File: config.mk
export PLATFORM = sky130hd
export DESIGN_NAME = dbus_bridge
export DESIGN_NICKNAME = d
export VERILOG_FILES = /design/src/rtl/dbus_bridge_pkg.sv /design/src/rtl/dbus_decode.sv /design/src/rtl/dbus_bridge.sv
export SDC_FILE = /design/constraint.sdc
export NUM_CORES = 1
export LEC_CHECK = 0
export CORE_AREA = 2 2 159 161
export CTS_BUF_LIST = sky130_fd_sc_hd__clkbuf_8 sky130_fd_sc_hd__clkbuf_16
export CTS_CLUSTER_DIAMETER = 100
export DETAILED_ROUTE_END_ITERATION = 6
export DIE_AREA = 0 0 161 163
export PLACE_DENSITY = 0.42
export SLEW_MARGIN = 20
export SYNTH_ARGS = -nofsm -noshare
export SYNTH_HDL_FRONTEND = slang
export SYNTH_HIERARCHICAL = 1
export SYNTH_SLANG_ARGS = --single-unit
File: constraint.sdc
create_clock -name clk -period 5.55 [get_ports clk]
set_clock_uncertainty 0.1 [all_clocks]
set_input_delay 0.8325 -clock clk [delete_from_list [all_inputs] [get_ports clk]]
set_output_delay 0.8325 -clock clk [all_outputs]
set_load 0.01 [all_outputs]
File: src/rtl/dbus_bridge_pkg.sv
// Shared definitions for the data-bus bridge: address map defaults,
// read FSM encoding, target select and the error read-data pattern.
package dbus_bridge_pkg;

  localparam logic [31:0] DMEM_BASE_DEF = 32'h0000_0000;
  localparam logic [31:0] DMEM_SIZE_DEF = 32'h0002_0000;
  localparam logic [31:0] MMIO_BASE_DEF = 32'h9000_0000;
  localparam logic [31:0] MMIO_SIZE_DEF = 32'h0000_1000;

  // Read data returned when a memory read times out.
  localparam logic [31:0] BUS_ERR_DATA = 32'hDEAD_BEEF;

  typedef enum logic [2:0] {
    ST_IDLE,
    ST_WAIT_MEM,
    ST_WAIT_IO,
    ST_ERR,
    ST_DRAIN
  } rd_state_e;

  typedef enum logic [1:0] {
    SEL_MEM,
    SEL_IO,
    SEL_NONE
  } tgt_sel_e;

endpackage

File: src/rtl/dbus_decode.sv
// Address decoder: maps a bus address to memory, MMIO or unmapped.
// Offsets are unsigned 32-bit, so an address below a base wraps and misses.
module dbus_decode import dbus_bridge_pkg::*; #(
  parameter logic [31:0] DMEM_BASE = DMEM_BASE_DEF,
  parameter logic [31:0] DMEM_SIZE = DMEM_SIZE_DEF,
  parameter logic [31:0] MMIO_BASE = MMIO_BASE_DEF,
  parameter logic [31:0] MMIO_SIZE = MMIO_SIZE_DEF
) (
  input  logic [31:0] addr,
  output tgt_sel_e    sel
);

  logic [31:0] mem_off;
  logic [31:0] io_off;

  // Range check by offset from each window base; memory wins on overlap.
  always_comb begin
    mem_off = addr - DMEM_BASE;
    io_off  = addr - MMIO_BASE;
    sel     = SEL_NONE;
    if (mem_off < DMEM_SIZE)     sel = SEL_MEM;
    else if (io_off < MMIO_SIZE) sel = SEL_IO;
  end

endmodule

File: src/rtl/dbus_bridge.sv
// Core data-bus bridge: routes writes combinationally to data memory or
// MMIO, and tracks a single outstanding read with a small FSM that turns
// unmapped reads and memory timeouts into error responses.
module dbus_bridge import dbus_bridge_pkg::*; #(
  parameter logic [31:0] DMEM_BASE = DMEM_BASE_DEF,
  parameter logic [31:0] DMEM_SIZE = DMEM_SIZE_DEF,
  parameter logic [31:0] MMIO_BASE = MMIO_BASE_DEF,
  parameter logic [31:0] MMIO_SIZE = MMIO_SIZE_DEF,
  parameter int          TIMEOUT   = 16
) (
  input  logic        clk,
  input  logic        resetb,
  // core write port
  input  logic        core_wready,
  output logic        core_wvalid,
  input  logic [31:0] core_waddr,
  input  logic [31:0] core_wdata,
  input  logic [3:0]  core_wstrb,
  // core read port
  input  logic        core_rready,
  output logic        core_rvalid,
  input  logic [31:0] core_raddr,
  output logic        core_rresp,
  output logic [31:0] core_rdata,
  // data memory
  output logic        mem_wready,
  input  logic        mem_wvalid,
  output logic [31:0] mem_waddr,
  output logic [31:0] mem_wdata,
  output logic [3:0]  mem_wstrb,
  output logic        mem_rready,
  input  logic        mem_rvalid,
  output logic [31:0] mem_raddr,
  input  logic        mem_rresp,
  input  logic [31:0] mem_rdata,
  // MMIO register block
  output logic        io_wready,
  input  logic        io_wvalid,
  output logic [31:0] io_waddr,
  output logic [31:0] io_wdata,
  output logic [3:0]  io_wstrb,
  output logic        io_rready,
  input  logic        io_rvalid,
  output logic [31:0] io_raddr,
  input  logic        io_rresp,
  input  logic [31:0] io_rdata,
  output logic        bus_err
);

  localparam int             CW       = $clog2(TIMEOUT);
  localparam logic [CW-1:0]  CNT_LAST = CW'(TIMEOUT - 1);

  tgt_sel_e      wsel, rsel;
  rd_state_e     state, state_nxt;
  logic [CW-1:0] cnt;
  logic          wr_err_q;
  logic          rd_acc;
  logic          tmo;

  dbus_decode #(.DMEM_BASE(DMEM_BASE), .DMEM_SIZE(DMEM_SIZE),
                .MMIO_BASE(MMIO_BASE), .MMIO_SIZE(MMIO_SIZE))
    u_wdec (.addr(core_waddr), .sel(wsel));

  dbus_decode #(.DMEM_BASE(DMEM_BASE), .DMEM_SIZE(DMEM_SIZE),
                .MMIO_BASE(MMIO_BASE), .MMIO_SIZE(MMIO_SIZE))
    u_rdec (.addr(core_raddr), .sel(rsel));

  assign mem_waddr = core_waddr;
  assign mem_wdata = core_wdata;
  assign mem_wstrb = core_wstrb;
  assign io_waddr  = core_waddr;
  assign io_wdata  = core_wdata;
  assign io_wstrb  = core_wstrb;
  assign mem_raddr = core_raddr;
  assign io_raddr  = core_raddr;

  // Write path: steer request to the hit target; unmapped writes are always accepted.
  always_comb begin
    mem_wready = core_wready & (wsel == SEL_MEM);
    io_wready  = core_wready & (wsel == SEL_IO);
    case (wsel)
      SEL_MEM: core_wvalid = mem_wvalid;
      SEL_IO:  core_wvalid = io_wvalid;
      default: core_wvalid = 1'b1;
    endcase
  end

  // Read request: only accepted from IDLE, gated by the addressed target's readiness.
  always_comb begin
    core_rvalid = 1'b0;
    if (state == ST_IDLE) begin
      case (rsel)
        SEL_MEM: core_rvalid = mem_rvalid;
        SEL_IO:  core_rvalid = io_rvalid;
        default: core_rvalid = 1'b1;
      endcase
    end
    rd_acc     = core_rready & core_rvalid;
    mem_rready = rd_acc & (rsel == SEL_MEM);
    io_rready  = rd_acc & (rsel == SEL_IO);
  end

  // Read FSM next state and response; responses only leave WAIT/ERR states,
  // so target responses arriving in IDLE or the wrong WAIT state are dropped.
  always_comb begin
    state_nxt  = state;
    core_rresp = 1'b0;
    core_rdata = '0;
    tmo        = 1'b0;
    case (state)
      ST_IDLE: begin
        if (rd_acc) begin
          case (rsel)
            SEL_MEM: state_nxt = ST_WAIT_MEM;
            SEL_IO:  state_nxt = ST_WAIT_IO;
            default: state_nxt = ST_ERR;
          endcase
        end
      end
      ST_WAIT_MEM: begin
        if (mem_rresp) begin
          core_rresp = 1'b1;
          core_rdata = mem_rdata;
          state_nxt  = ST_IDLE;
        end else if (cnt == CNT_LAST) begin
          core_rresp = 1'b1;
          core_rdata = BUS_ERR_DATA;
          tmo        = 1'b1;
          state_nxt  = ST_DRAIN;
        end
      end
      ST_WAIT_IO: begin
        core_rresp = io_rresp;
        core_rdata = io_rresp ? io_rdata : '0;
        state_nxt  = ST_IDLE;
      end
      ST_ERR: begin
        core_rresp = 1'b1;
        state_nxt  = ST_IDLE;
      end
      ST_DRAIN: begin
        // swallow the late memory response so it cannot satisfy a later read
        if (mem_rresp) state_nxt = ST_IDLE;
      end
      default: state_nxt = ST_IDLE;
    endcase
    // a read in flight while reset is held is abandoned, not answered
    if (resetb) begin
      core_rresp = 1'b0;
      core_rdata = '0;
    end
  end

  // Write and read errors share one pulse when they land in the same cycle.
  assign bus_err = ~resetb & (wr_err_q | (state == ST_ERR) | tmo);

  // Read FSM state register.
  always_ff @(posedge clk) begin
    if (resetb) state <= ST_IDLE;
    else        state <= state_nxt;
  end

  // Timeout counter: runs only while waiting on memory, zero on entry.
  always_ff @(posedge clk) begin
    if (resetb || state != ST_WAIT_MEM) cnt <= '0;
    else                                cnt <= cnt + CW'(1);
  end

  // Unmapped write flag, reported as bus_err the following cycle.
  always_ff @(posedge clk) begin
    if (resetb) wr_err_q <= 1'b0;
    else        wr_err_q <= core_wready & (wsel == SEL_NONE);
  end

endmodule

==> flow_summary.toml <==
[place]
place_area_um2 = 3779
place_congestion = 0.6906
detailed_place_hpwl_um = 8649
numPortBuffers = 233

[run]
maxCapViolCount = 0

[final_layout]
drive_gt1_share_pct = 4.521
final_cell_mix = "233 x clkdlybuf4s50_1, 32 x a22oi_1, 26 x a21oi_1, 20 x nor2_1, 8 x dfxtp_1"
syn_to_final_growth_pct = 46.27
finalNetCount = 553
final_common_cell = "clkdlybuf4s50_1"
final_cell_area_um2 = 3856

[critical_path]
max_stage_delay_ps = 590
path_max_fanout = 5
critPathSlowestCell = "o311ai_0"
crit_chain = "clkdlybuf4s50_1 > nor4_2 > nand4_1 > nor2_1 > nor2b_1 > o311ai_0 > nor3_1 > clkdlybuf4s50_1"
critPathKind = "primary input to primary output"
crit_top_cell = "clkdlybuf4s50_1"
path_delay_family = "buffers and inverters"
cp-start-kind = "primary input"
worstPathArrival_ps = 3340
end_kind = "primary output"
worst-endpoint-required_ps = 4620
path_buf_inv = 2

[clocking]
cts_setup_buffers = 0
clkLatencyLatePin_ps = 230
cts_tree = "built"
cts_buffers = 3
cts-root-buf = "clkbuf_16"
clk_pin_slew_ps = 30
clock_path_buffers = 2
h-tree-depth = 1
cts-resized-gates = 0
clock_sink_count = 8
cts_hold_buf = 0

[global_route]
antenna_found_initial = 1
grt_pass1_wl_um = 13840
busiest_layer = "met2"
grt_pass1_vias = 2280
grt_util_met3_pct = 4.151
gr-usage-all-layers_pct = 6.920
gr-usage-met1_pct = 6.697
overflow = 0
grt_max_degree = 34
gr-usage-met2_pct = 11.76

[pwr]
p_clk_share_pct = 29.0
share_comb_of_total_power_pct = 55.4
powerDensity_nw_per_um2 = 105.0
p_seq_share_pct = 15.5
ir_worst_vdd_mv = 0.05943
p_sw_share_pct = 27.15
intPower_uw = 294.9
leakage_uw = 0.001173
p_sw_uw = 109.9

[timing]
rsz0062_at_grt = "false"
finalCritPeriodShare_pct = 76.95
setup-tns-final_ps = 0
setup_viol = 0
slew_headroom_pct = 43.69
fmax_mhz = 234.1
drv_slew = 0
hold_viol = 0
finalCriticalPeriod_ps = 4271
worst_pin_slew_ps = 844.7

[floorplan]
rows = 58
die_h_um = 163
start_util_pct = 10.68
die_w_um = 161
ios = 414
design.die.area_um2 = 26240
core_um2 = 24670

[logic_synthesis]
async_flop_share_pct = 0
avgSynthCellArea_um2 = 7.405
ys_seq_area_share_pct = 6.075
synth_cell_type_count = 38
synth-edff-count = 0
ys_seq_elements = 8
syn-cell-area_um2 = 2636
synthCells = 356
synth-main-ff-cell = "dfxtp_1"
synth_fp_nets = 531
yosys_warnings = 6

[detailed_routing]
drtAntennaViolNets = 0
drc = 0
vias = 2267
vias_per_cell = 3.207
wl_per_cell_um = 14.60
first_iter_violations = 54
dr.pass1.iters = 4
routed_wl_um = 10320

[run_status]
outcome = "finished clean"

[worst_hold_path]
hold_path.class = "register to register"
==> synth_stat cells, drive strengths merged (2+ instances only) <==
library cell | count | area share [%]
nand3 | 5 | 0.95
nand4 | 3 | 0.71
nor2 | 20 | 2.8
nor3b | 2 | 0.76
dfxtp | 8 | 6.1
clkbuf | 7 | 1.0
xnor2 | 2 | 0.66
and4bb | 2 | 0.95
inv | 2 | 0.28
buf | 211 | 60
nor2b | 4 | 0.95
nor4b | 2 | 1.1
or2 | 2 | 0.47
a22oi | 32 | 9.1
nor3 | 6 | 1.1
a21o | 2 | 0.57
a21oi | 26 | 4.9
nor4 | 5 | 2.1
==> metal layers <==
metal | up-vias | share of wire [%] | wire length [um]
met5 | - | 0 | 0
met1 | 974 | 34 | 3488
met3 | 40 | 15 | 1552
met4 | 0 | 4.3 | 447
li1 | 1052 | - | -
met2 | 201 | 47 | 4831
==> area by class of cell <==
type,count,area [um2]
multi-input combinational,128,850.8
inverter,2,7.507
clock buffer,3,75.07
tap,330,412.9
sequential,8,160.2
fill,2830,20820
antenna,1,2.502
timing repair buffer,235,2347
==> flip-flops by register name, summed over array words and instances, names as in the netlist <==
register and flops:
cnt 4, state 3, wr_err_q 1
==> cell families after synthesis <==
| group | synth area share (%) |
|---|---|
| muxes | 0.4271 |
| and+or+nand+nor | 13.86 |
| buffers and inverters | 61.65 |
| adders and majority gates | 0.4745 |
| xor gates and xnor gates | 0.9969 |
| AOI/OAI and AO/OA | 16.52 |
| DFF | 6.075 |
==> path summary, 6_finish.rpt <==
| check | from | to | slack, ps | depth (start not counted) |
|---|---|---|---|---|
| hold / removal | cnt[0]$_SDFF_PP0_ | cnt[0]$_SDFF_PP0_ | 340 | 1 |
| setup / recovery | core_raddr[29] | mem_rready | 1280 | 8 |
| setup reg to reg | cnt[0]$_SDFF_PP0_ | state[2]$_SDFFE_PP0P_ | 4150 | 4 |
| hold reg to reg | cnt[0]$_SDFF_PP0_ | cnt[0]$_SDFF_PP0_ | 340 | 1 |
==> stage by stage <==
step | std cells | hold WS, ps | util [%] | total power, uW | worst slack [ps]
finish | 707 | 342.7 | 15.63 | 404.8 | 1279
global route | 706 | 367.2 | 15.62 | 426.8 | 978.2
CTS | 706 | 346.8 | 15.62 | 413.5 | 1265
global placement | 703 | 334.4 | 15.31 | 293.1 | 1261
detailed placement | 703 | 344.8 | 15.31 | 291.2 | 1249
floorplan | 356 | 317.6 | - | 251.0 | 2457
==> power groups by stage <==
stage,Sequential (uW),Combinational (uW),Clock (uW)
global placement,63.9,229,0
global route,63.2,239,124
CTS,62.8,229,122
floorplan,61.4,190,0
finish,62.8,224,118
detailed placement,63.7,228,0
No activity file was read; power rests on OpenSTA's default activity.
